==> config.mk <==
export PLATFORM = sky130hd
export DESIGN_NAME = poly1305_block_feeder
export DESIGN_NICKNAME = d
export VERILOG_FILES = /design/src/rtl/poly1305_block_feeder.sv
export SDC_FILE = /design/constraint.sdc
export NUM_CORES = 1
export LEC_CHECK = 0
export ABC_AREA = 1
export CAP_MARGIN = 20
export CORE_AREA = 8 8 301 303
export DETAILED_ROUTE_END_ITERATION = 16
export DIE_AREA = 0 0 309 311
export PLACE_DENSITY = 0.57
export SETUP_SLACK_MARGIN = 0.4
export SYNTH_ARGS = -nofsm -noshare
export SYNTH_HDL_FRONTEND = slang
export SYNTH_SLANG_ARGS = --single-unit
==> constraint.sdc <==
create_clock -name clk -period 4.25 [get_ports clk]
set_input_delay 0.425 -clock clk [delete_from_list [all_inputs] [get_ports clk]]
set_output_delay 0.425 -clock clk [all_outputs]
set_load 0.1 [all_outputs]
==> src/rtl/poly1305_block_feeder.sv <==
// Producer for the Poly1305 AAD/payload/length block interface: captures one upstream beat at a
// time, zero-pads bytes beyond keep, counts bytes and emits the le64(aad)||le64(pld) length block.
module poly1305_block_feeder #(
    parameter int CNT_W = 36
) (
    input  logic             clk,
    input  logic             rst_n,
    input  logic             start,
    input  logic             cfg_aad_en,
    input  logic             cfg_pld_en,
    input  logic             s_aad_valid,
    output logic             s_aad_ready,
    input  logic [127:0]     s_aad_data,
    input  logic [15:0]      s_aad_keep,
    input  logic             s_aad_last,
    input  logic             s_pld_valid,
    output logic             s_pld_ready,
    input  logic [127:0]     s_pld_data,
    input  logic [15:0]      s_pld_keep,
    input  logic             s_pld_last,
    output logic             aad_valid,
    output logic [127:0]     aad_data,
    output logic [15:0]      aad_keep,
    input  logic             aad_ready,
    output logic             pld_valid,
    output logic [127:0]     pld_data,
    output logic [15:0]      pld_keep,
    input  logic             pld_ready,
    output logic             len_valid,
    output logic [127:0]     len_block,
    input  logic             len_ready,
    input  logic             aad_done,
    input  logic             pld_done,
    input  logic             lens_done,
    output logic             busy,
    output logic             done,
    output logic             err,
    output logic [CNT_W-1:0] aad_bytes,
    output logic [CNT_W-1:0] pld_bytes
);

    localparam logic [3:0] S_IDLE  = 4'd0;
    localparam logic [3:0] S_A_RX  = 4'd1;
    localparam logic [3:0] S_A_TX  = 4'd2;
    localparam logic [3:0] S_A_ACK = 4'd3;
    localparam logic [3:0] S_P_RX  = 4'd4;
    localparam logic [3:0] S_P_TX  = 4'd5;
    localparam logic [3:0] S_P_ACK = 4'd6;
    localparam logic [3:0] S_L_TX  = 4'd7;
    localparam logic [3:0] S_L_ACK = 4'd8;
    localparam logic [3:0] S_DONE  = 4'd9;
    localparam logic [3:0] S_ERR   = 4'd10;

    // A keep is a contiguous run of k low bytes (k>=1); partial runs only on the final beat.
    function automatic logic keep_legal(input logic [15:0] keep, input logic last);
        return (keep != 16'h0) && ((keep & (keep + 16'h1)) == 16'h0) &&
               (last || (keep == 16'hFFFF));
    endfunction

    function automatic logic [127:0] mask_bytes(input logic [127:0] data, input logic [15:0] keep);
        logic [127:0] res;
        for (int i = 0; i < 16; i++) begin
            res[8*i +: 8] = keep[i] ? data[8*i +: 8] : 8'h00;
        end
        return res;
    endfunction

    function automatic logic [4:0] popcnt(input logic [15:0] keep);
        logic [4:0] n;
        n = 5'd0;
        for (int i = 0; i < 16; i++) begin
            n = n + {4'd0, keep[i]};
        end
        return n;
    endfunction

    logic [3:0]       state_q, state_d;
    logic [127:0]     data_q, data_d;
    logic [15:0]      keep_q, keep_d;
    logic             last_q, last_d;
    logic             pen_q, pen_d;
    logic             err_q, err_d;
    logic [CNT_W-1:0] aad_cnt_q, aad_cnt_d;
    logic [CNT_W-1:0] pld_cnt_q, pld_cnt_d;
    logic [127:0]     len_q, len_d;

    always_comb begin
        state_d   = state_q;
        data_d    = data_q;
        keep_d    = keep_q;
        last_d    = last_q;
        pen_d     = pen_q;
        err_d     = err_q;
        aad_cnt_d = aad_cnt_q;
        pld_cnt_d = pld_cnt_q;
        case (state_q)
            S_IDLE, S_DONE, S_ERR: begin
                if (start) begin
                    aad_cnt_d = '0;
                    pld_cnt_d = '0;
                    err_d     = 1'b0;
                    pen_d     = cfg_pld_en;
                    state_d   = cfg_aad_en ? S_A_RX : (cfg_pld_en ? S_P_RX : S_L_TX);
                end
            end
            S_A_RX: begin
                if (s_aad_valid) begin
                    if (keep_legal(s_aad_keep, s_aad_last)) begin
                        data_d    = mask_bytes(s_aad_data, s_aad_keep);
                        keep_d    = s_aad_keep;
                        last_d    = s_aad_last;
                        aad_cnt_d = aad_cnt_q + CNT_W'(popcnt(s_aad_keep));
                        state_d   = S_A_TX;
                    end else begin
                        err_d   = 1'b1;
                        state_d = S_ERR;
                    end
                end
            end
            S_A_TX:  if (aad_ready) state_d = S_A_ACK;
            S_A_ACK: if (aad_done) state_d = last_q ? (pen_q ? S_P_RX : S_L_TX) : S_A_RX;
            S_P_RX: begin
                if (s_pld_valid) begin
                    if (keep_legal(s_pld_keep, s_pld_last)) begin
                        data_d    = mask_bytes(s_pld_data, s_pld_keep);
                        keep_d    = s_pld_keep;
                        last_d    = s_pld_last;
                        pld_cnt_d = pld_cnt_q + CNT_W'(popcnt(s_pld_keep));
                        state_d   = S_P_TX;
                    end else begin
                        err_d   = 1'b1;
                        state_d = S_ERR;
                    end
                end
            end
            S_P_TX:  if (pld_ready) state_d = S_P_ACK;
            S_P_ACK: if (pld_done) state_d = last_q ? S_L_TX : S_P_RX;
            S_L_TX:  if (len_ready) state_d = S_L_ACK;
            S_L_ACK: if (lens_done) state_d = S_DONE;
            default: state_d = S_IDLE;
        endcase
    end

    // Length block snapshots the counters on the cycle the FSM enters L_TX.
    always_comb begin
        len_d = len_q;
        if ((state_d == S_L_TX) && (state_q != S_L_TX)) begin
            len_d = {64'(pld_cnt_d), 64'(aad_cnt_d)};
        end
    end

    always_ff @(posedge clk or negedge rst_n) begin
        if (!rst_n) begin
            state_q   <= S_IDLE;
            data_q    <= '0;
            keep_q    <= '0;
            last_q    <= 1'b0;
            pen_q     <= 1'b0;
            err_q     <= 1'b0;
            aad_cnt_q <= '0;
            pld_cnt_q <= '0;
            len_q     <= '0;
        end else begin
            state_q   <= state_d;
            data_q    <= data_d;
            keep_q    <= keep_d;
            last_q    <= last_d;
            pen_q     <= pen_d;
            err_q     <= err_d;
            aad_cnt_q <= aad_cnt_d;
            pld_cnt_q <= pld_cnt_d;
            len_q     <= len_d;
        end
    end

    assign s_aad_ready = (state_q == S_A_RX);
    assign s_pld_ready = (state_q == S_P_RX);
    assign aad_valid   = (state_q == S_A_TX);
    assign pld_valid   = (state_q == S_P_TX);
    assign len_valid   = (state_q == S_L_TX);
    assign aad_data    = data_q;
    assign aad_keep    = keep_q;
    assign pld_data    = data_q;
    assign pld_keep    = keep_q;
    assign len_block   = len_q;
    assign busy        = (state_q != S_IDLE) && (state_q != S_DONE) && (state_q != S_ERR);
    assign done        = (state_q == S_L_ACK) && lens_done;
    assign err         = err_q;
    assign aad_bytes   = aad_cnt_q;
    assign pld_bytes   = pld_cnt_q;

endmodule

After elaboration in Yosys (flattened, before gate mapping)
Index checks and enable logic that the tools add are counted.
W data, S select, Z words.
- $add $sub $neg: 34
- reductions and logical operators: 22
- equality and inequality tests: 23
- multiplexer cells: 78
- bitwise operators: 2
- operators by type and width (operator ; number):
    $mux W128 ; 4
    $mux W8 ; 32
    $pmux W128 S2 ; 1
    $mux W36 ; 6
    $pmux W36 S2 ; 2
    $add A5 B1 Y5 ; 22
    $add A36 B5 Y36 ; 2
    $mux W16 ; 4
    $mux W4 ; 11
    $pmux W4 S9 ; 1
    $add A16 B1 Y16 const B ; 2
    $and A16 B16 Y16 ; 2
    $eq A16 B16 Y1 const B ; 2
    $logic_not A16 Y1 ; 2
    $pmux W16 S2 ; 1
    $reduce_bool A16 Y1 ; 2
    $eq A4 B3 Y1 const B ; 5
    $eq A4 B4 Y1 const B ; 3
    $add A4 B1 Y5 ; 2
    $ne A2 B2 Y1 const B ; 5
    $mux W1 ; 9
    $add A3 B1 Y4 ; 2
    $eq A4 B2 Y1 const B ; 2
    $logic_and A1 B1 Y1 ; 8
    19 further kinds ; 27
- output and inout bits: 496
- input port bits: 303
- logic and storage cells: 168
- bits in registers: 295

Logic depth before layout (Yosys ltp)
Gate-level depths: netlist (run 1).
- depth after elaboration: 19
- gate-level depth with buffers: 23
- mapped depth without buffers: 23

Least setup slack after synthesis (run 1)
OpenSTA, ideal clock, no wires.
- path type: reg2reg
- from: register aad_cnt_q[0] (netlist: aad_bytes[0])
- to: register len_q[10] (netlist: len_block[10])
- setup time: 0.120 ns
- clock period less this slack: 4.977 ns
- path slack: -0.727 ns
- required time: 4.130 ns
- arrival: 4.857 ns
- path buffers: 0
- cell stages (with the launch flop): 19
- path through: dfrtp_1 -> inv_1 -> fa_1 -> fa_1 -> fa_1 -> fa_1 -> fa_1 -> o21ai_0 -> nand2_1 -> a21oi_1 -> inv_1 -> nor2_1 -> nand3_1 -> nand2_1 -> nand2_1 -> nand2_1 -> inv_1 -> nand2_1 -> nand2_1
- word-level cells in the longest chain between the ends: 4
- RTL lines (element ; line ; source):
    start: declaration ; 83 ; logic [CNT_W-1:0] aad_cnt_q, aad_cnt_d;
    start signal: assignment ; 170 ; aad_cnt_q <= aad_cnt_d;
    $add A36 B5 Y36 ; 112 ; aad_cnt_d = aad_cnt_q + CNT_W'(popcnt(s_aad_keep));
    $mux W36 ; 108 ; if (keep_legal(s_aad_keep, s_aad_last)) begin
    $mux W36 ; 107 ; if (s_aad_valid) begin
    $pmux W36 S2 ; 96 ; case (state_q)
    via aad_cnt_d[10] ; 83 ;
    end signal: assignment ; 172 ; len_q <= len_d;
    end: declaration ; 85 ; logic [127:0] len_q, len_d;
The timed path passes the listed nets, and every way through them passes these cells.
A chain may end at the register's enable or synchronous reset.

Worst setup path after layout (run 1)
- from: input s_pld_keep[5]
- to: register len_q[92] (netlist: len_block[92])
- word-level cells in the longest chain between the ends: 15
- elaborated cells between the ends (all ways): 28
- classes of those cells: add/sub: 13; eq/ne: 2; mux: 6; bitwise: 1; reduce/logical: 6
- RTL lines (element ; line ; source):
    start: declaration ; 19 ; input logic [15:0] s_pld_keep,
    $add A5 B1 Y5 (11 in a row) ; 72 ; n = n + {4'd0, keep[i]};
    $add A36 B5 Y36 ; 128 ; pld_cnt_d = pld_cnt_q + CNT_W'(popcnt(s_pld_keep));
    $mux W36 * ; 124 ; if (keep_legal(s_pld_keep, s_pld_last)) begin
    $mux W36 * ; 123 ; if (s_pld_valid) begin
    $pmux W36 S2 * ; 96 ;
    via pld_cnt_d[28] ; 84 ; logic [CNT_W-1:0] pld_cnt_q, pld_cnt_d;
The timed path passes the listed nets; every way through them passes the cells marked *.

==> run summary, run 1 <==
Critical path class -> in2reg
Reg area -> 7390 sq um
Met1 Wirelength -> 37,800 um
Clock root buffer -> clkbuf_16
DP HPWL -> 74,700 um
Cell Count Post-Placement -> 4,262
CTS Buf Count -> 39
Skew final -> 18.0 ps
CP most frequent cell -> nand2_1
CTS tree -> built
Worst EP arrival -> 4730 ps
Synth Area in XOR/XNOR -> 0.287%
Status -> complete, no violations
Leading area contributor after synthesis -> dfrtp_1
Startpoint types -> primary input
Synth async-reset ratio -> 100%
Post-synthesis adder-cell area fraction -> 4.12%
Leading post-synthesis cells by cell area -> dfrtp_1 (40%), nand2_1 (21%), buf_4 (8.7%), a22o_1 (5.4%), nand3_1 (4.5%)
Placer Congestion -> 0.878
Top cells by count, synth -> nand2_1 (1,033), dfrtp_1 (295), buf_4 (212), inv_1 (184), nand3_1 (166)
GR Overflow Total -> 0
I/O Pins -> 799
Critical Path RT -> 4750 ps
Initial drt markers -> 1,237
Post-route ant nets -> 0
Largest net degree at the start of global routing -> 145
RSZ-0062 raised after global routing -> yes
Static Leak -> 13.5 nW
Synth warnings -> 0
Final setup violation count -> 0
Placed Area -> 26,500 sq um
Worst path slowest cell -> fa_1
Non-Filler Instances -> 4,379
CP peak stage delay -> 550 ps
First-pass GRT wire length -> 134,000 um
Post-synthesis compound-gate area fraction -> 9.14%
DR vias -> 19.3k
Chip height -> 311 um
Cells after Synth -> 2,485
Met2 WL -> 46,600 um
Finished Cell Area -> 28,700 sq um
CORE AREA -> 85,900 sq um
Met3 WL post-DR -> 7680 um
Area grow syn2layout -> 56.8%
Top routing layer in use -> met5
Clk buf depth -> 3
Die area -> 96,100 sq um
Die width -> 309 um
Pins over their slew limit -> 0
Synth Area in Simple Gates -> 31.8%
FMAX -> 0.237 GHz
Tmin final -> 4230 ps
Post-synth top flop -> dfrtp_1
Largest family of logic cells by synthesized area -> simple AND/OR/NAND/NOR gates
Mux contribution to synthesized area -> 0%
# rows -> 108
Slew Limit Headroom -> 23.0%
Sequential area share after synthesis -> 40.3%
Post-synth EDFFs -> 0
Count of cell types in the netlist -> 45
Critical path cell sequence -> clkdlybuf4s15_2, inv_2, fa_1, fa_1, fa_1, fa_1, fa_2, fa_2, o31ai_4, nand2_2, nand2_4, nand4_1, nor2_1, nand2_1, nand2_1, nand3_1, nand2_1, nand2_1, nand2_1
First-pass DRT Iterations -> 5
H-tree lvl count -> 2
Vias in the first global route -> 19.0k
Drt drc -> 0
CP endpoint kind -> flop
Clk sinks -> 295
Clock Pin Slew Worst Setup and Hold Paths -> 60 ps
Port Buf Inserts -> 742
Most frequent cell after synthesis -> nand2_1
Mapped Area -> 18,300 sq um
Mapped Avg Cell Area -> 7.37 sq um
WL per Instance -> 21.4 um
Total GRT Usage -> 18.4%
Number of synthesized register bits -> 295
DRT Wirelength -> 93,700 um
Vias per inst -> 4.40
Multi-input gate area -> 9130 sq um
Worst Hold Class -> in2reg
Peak supply drop -> 718 uV
Fill count -> 9,248
Worst Tran Pin Value -> 1150 ps
R2R setup slack -> 110 ps
Layout cell share with drive strength beyond 1 -> 11.7%
PwrDens -> 740 nW/um^2
Layout Nets -> 3,535
Crit share post-route -> 99.4%
Peak fanout along the critical path -> 3
Hold slack -> 451 ps
Synth top area share -> 40.3%
Clock latency on the worst-skew pair -> 560 ps
Pwr Total -> 21.3 mW
Max Cap Viol -> 0
Initial Util -> 21.3%
Final Hold Viols -> 0
Initial antenna violation count -> 26
[flip-flops by register name, summed over array words and instances (netlist names)]
signal     flops
aad_bytes     36
aad_data     128
aad_keep      16
err            1
last_q         1
len_block     72
pen_q          1
pld_bytes     36
state_q        4
[path summary, 6_finish.rpt]
kind                                           from                        end  cells after the start
setup / recovery                      s_pld_keep[5]  len_block[92]$_DFFE_PN0P_                     19
hold / removal                       s_aad_keep[11]   aad_keep[11]$_DFFE_PN0P_                      6
setup reg to reg             pld_bytes[0]$_DFF_PN0_  len_block[92]$_DFFE_PN0P_                     17
hold reg to reg            len_block[9]$_DFFE_PN0P_   len_block[9]$_DFFE_PN0P_                      2
max in group asynchronous                     rst_n    aad_data[1]$_DFFE_PN0P_                      3
min in group asynchronous                     rst_n  len_block[27]$_DFFE_PN0P_                      2
[per-stage QoR]
step / setup TNS (ps) / worst slack [ps] / util (%)
global route: -1960 / -160 / 33.4
floorplan: -1920 / -137 / -
finish: 0 / 24.9 / 33.4
detailed placement: -84030 / -1010 / 30.8
global placement: -79550 / -971 / 30.8
CTS: -207 / -46.2 / 33.0
[where the power goes]
| part | internal, mW | total (mW) | switching, mW |
|---|---|---|---|
| Clock | 2.12 | 3.51 | 1.39 |
| Combinational | 3.07 | 13.8 | 10.7 |
| Sequential | 3.38 | 3.97 | 0.592 |
[layout make-up]
class,count,share of cell area [%]
multi-input cells,1780,31.8
repair buffers,881,30.2
flip-flops and latches,295,25.7
well taps,1155,5.03
clock buffers,54,3.94
inverters,189,2.51
clock inverters,16,0.766
diodes,9,0.0784
[cell families (layout without fill, tap and decap cells)]
logic type | after synthesis | in the layout
buffers and inverters | 465 | 1140
AND/OR/NAND/NOR | 1442 | 1442
flip-flops | 295 | 295
AO/OA/AOI/OAI | 230 | 230
adder cells (fa/ha/maj) | 46 | 46
other | 1 | 65
XOR/XNOR | 6 | 6
[critical path: cells and delay by family]
| kind | cells | cell delay, ps |
|---|---|---|
| fa+ha+maj | 6 | 2740 |
| simple gates | 10 | 1080 |
| compound gates | 1 | 230 |
| buf+inv | 2 | 230 |
[cells in the final DEF, fill, tap and decap left out, drive strengths merged, types with 8 or more instances in the layout]
master / n
clkbuf: 57
nand3: 168
ha: 22
nand2: 1034
nor3: 23
inv: 190
fa: 24
dfrtp: 295
buf: 162
conb: 56
a22o: 112
a21oi: 19
a32o: 8
nor2: 166
diode: 9
o21bai: 14
nand4: 36
clkdlybuf4s50: 713
o21ai: 68
[per-layer routing]
metal  track usage (%)  up-vias
li1                  -     9145
met5                 0        -
met1              22.5     9334
met3              5.08       97
met4              3.74       12
met2              32.2      662
[what timing repair did]
| item | in CTS | in global routing |
|---|---|---|
| buffers inserted | 22 | 15 |
| hold endpoints to repair | 98 | 0 |
| cloned | 0 | 0 |
| setup endpoints to repair | 131 | 129 |
| resized for setup | 183 | 85 |
| hold buffers | 1 | 0 |
| pin swaps | 119 | 110 |
(Power assumes the default switching activity.)
==> run 2, diff against run 1 <==
--- a/config.mk
+++ b/config.mk
@@ -8,6 +8,7 @@
 export ABC_AREA = 1
 export CAP_MARGIN = 20
 export CORE_AREA = 8 8 301 303
+export CTS_CLUSTER_SIZE = 10
 export DETAILED_ROUTE_END_ITERATION = 16
 export DIE_AREA = 0 0 309 311
 export PLACE_DENSITY = 0.57
==> run 2 against run 1 <==
Effect of this change:
- critical path depth stayed put
- design area is 0.25% lower
- non-clock buffer count is 1 higher
- sequential power hardly changed
- global-route usage is essentially flat
- largest power group unchanged
==> run summary, run 2 (synthesis gave the netlist of run 1 again) <==
First-pass GRT wire length -> 135,000 um (+0.14%)
Worst R2R Start -> pld_bytes[0]$_DFF_PN0_
Slew Limit Headroom -> 22.9% (-0.12 points)
Initial antenna violation count -> 26 (unchanged)
Fin worst setup slack -> 3.43 ps (-21.4 ps)
Final Hold Viols -> 0 (unchanged)
Met2 WL -> 46,500 um (-0.22%)
Clk sinks -> 295 (unchanged)
Pwr Total -> 21.0 mW (-1.5%)
Vias in the first global route -> 19.0k (-0.037%)
Critical path class -> in2reg
Met1 Wirelength -> 38,100 um (+0.81%)
Commonest non-fill, non-tap cell in the layout -> nand2_1
Layout Nets -> 3,536 (+0.028%)
Port Buf Inserts -> 742 (unchanged)
R2R setup slack -> 90 ps (-20 ps)
Skew final -> 9.50 ps (-8.46 ps)
Worst EP arrival -> 4740 ps (about the same)
I/O Pins -> 799 (unchanged)
Clock Pin Slew Worst Setup and Hold Paths -> 60 ps (about the same)
Peak supply drop -> 718 uV (about the same)
Largest net degree at the start of global routing -> 145 (unchanged)
CTS Buf Count -> 39 (unchanged)
Placed Area -> 26,500 sq um (unchanged)
Cells on worst reg2reg path -> 17 (unchanged)
Peak fanout along the critical path -> 3 (unchanged)
GR Overflow Total -> 0 (unchanged)
Layout cell share with drive strength beyond 1 -> 12.0% (+0.24 points)
Final setup violation count -> 0 (unchanged)
Placer Congestion -> 0.878 (unchanged)
Area grow syn2layout -> 56.4%
Total GRT Usage -> 18.5% (+0.019 points)
Initial drt markers -> 1,230 (-0.57%)
Status -> complete, no violations
Finished Cell Area -> 28,700 sq um (-0.25%)
Top routing layer in use -> met5
Static Leak -> 13.5 nW (-0.24%)
Commonest non-fill, non-tap cells in the layout -> nand2_1 (990), clkdlybuf4s50_1 (713), dfrtp_1 (291)
Vias per inst -> 4.38 (-0.25%)
Post-route ant nets -> 0 (unchanged)
CORE AREA -> 85,900 sq um (unchanged)
Die area -> 96,100 sq um (unchanged)
PwrDens -> 731 nW/um^2 (-1.3%)
Initial Util -> 21.3% (unchanged)
CP endpoint kind -> flop
Tmin final -> 4250 ps (+21.4 ps)
CTS tree -> built
Multi-input gate area -> 9190 sq um (+0.70%)
Crit share post-route -> 99.9% (+0.50 points)
Max Cap Viol -> 0 (unchanged)
Reg area -> 7390 sq um (unchanged)
Clk buf depth -> 3 (unchanged)
# rows -> 108 (unchanged)
Drt drc -> 0 (unchanged)
Worst Hold Class -> in2reg
RSZ-0062 raised after global routing -> yes
Chip height -> 311 um (unchanged)
H-tree lvl count -> 2 (unchanged)
Critical Path RT -> 4740 ps (about the same)
Pins over their slew limit -> 0 (unchanged)
DR vias -> 19.2k (-0.34%)
Worst hold path depth -> 6 (unchanged)
Die width -> 309 um (unchanged)
DP HPWL -> 74,700 um (unchanged)
Clock latency on the worst-skew pair -> 550 ps (about the same)
Place WS -> -1010 ps (unchanged)
Fill count -> 9,266 (+0.19%)
Worst Setup SP -> s_pld_keep[5]
Worst Tran Pin Value -> 1150 ps (+1.74 ps)
Met3 WL post-DR -> 7370 um (-4.1%)
WL per Instance -> 21.4 um (about the same)
Max reg flops -> 128 (unchanged)
Hold Startpoint -> s_aad_keep[11]
DRT Wirelength -> 93,600 um (about the same)
Clock root buffer -> clkbuf_16
FMAX -> 0.235 GHz (-0.50%)
Startpoint types -> primary input
First-pass DRT Iterations -> 5 (unchanged)
## run 2: cell types whose count changed in the layout (fill, tap and decap cells not counted), moves of 3 or more
cell,delta
clkinvlp_4,-3
clkinv_2,+4
bufinv_16,-3
clkbuf_8,-3
nand3_1,-7
nand2_2,+5
buf_6,+3
nand2_1,-6
nand3_2,+7
## run 2: worst paths after layout
check | to
max reg2reg | len_block[92]$_DFFE_PN0P_
min | aad_keep[11]$_DFFE_PN0P_
min reg2reg | len_block[9]$_DFFE_PN0P_
max | len_block[92]$_DFFE_PN0P_
min in group asynchronous | len_block[29]$_DFFE_PN0P_
max in group asynchronous | aad_data[9]$_DFFE_PN0P_
## run 2: cell type report
type,count,share of cell area [%]
multi-input combinational,1780,32.1
timing repair buffer,882,30.3
sequential,295,25.8
tap,1155,5.04
clock buffer,53,3.84
inverter,189,2.53
clock inverter,10,0.323
antenna,11,0.0960
## run 2: worst max-delay path, stage by stage
cell and delay (ps):
clkdlybuf4s15_2 190, inv_2 40, fa_1 530, fa_1 470, fa_1 540, fa_1 430, fa_2 380, fa_2 380
o31ai_4 230, nand2_2 120, nand2_4 90, nand4_1 230, nor2_1 200, nand2_1 70, nand2_1 80, nand3_1 60
nand2_1 120, nand2_1 50, nand2_1 70
## run 2: what timing repair did
action / in CTS / in global routing
buffers inserted: 22 / 16
pin swaps: 118 / 122
gates resized for setup: 184 / 106
hold buffers: 1 / 0
endpoints found under the setup margin: 131 / 129
hold endpoints to repair: 98 / 0
## run 2: where the power goes
part           internal, mW  switching (mW)
logic                  3.07            10.7
clock network          1.86            1.31
registers              3.38           0.596
total                  8.31            12.6
## run 2: layer usage
metal	track usage [%]	vias to the layer above
met2	32.2	645
met3	4.94	98
met5	0	-
met4	3.78	12
li1	-	9138
met1	22.7	9291
## run 2: metrics by stage
stage | util [%] | setup TNS (ps) | cells | hold slack (ps)
after global routing | 33.3 | -2310 | 4370 | 474
after CTS | 32.8 | -224 | 4348 | 392
after detailed placement | 30.8 | -84030 | 4262 | 458
after floorplan | - | -1920 | 2540 | 129
final | 33.4 | 0 | 4375 | 446
after global placement | 30.8 | -79550 | 4261 | 454
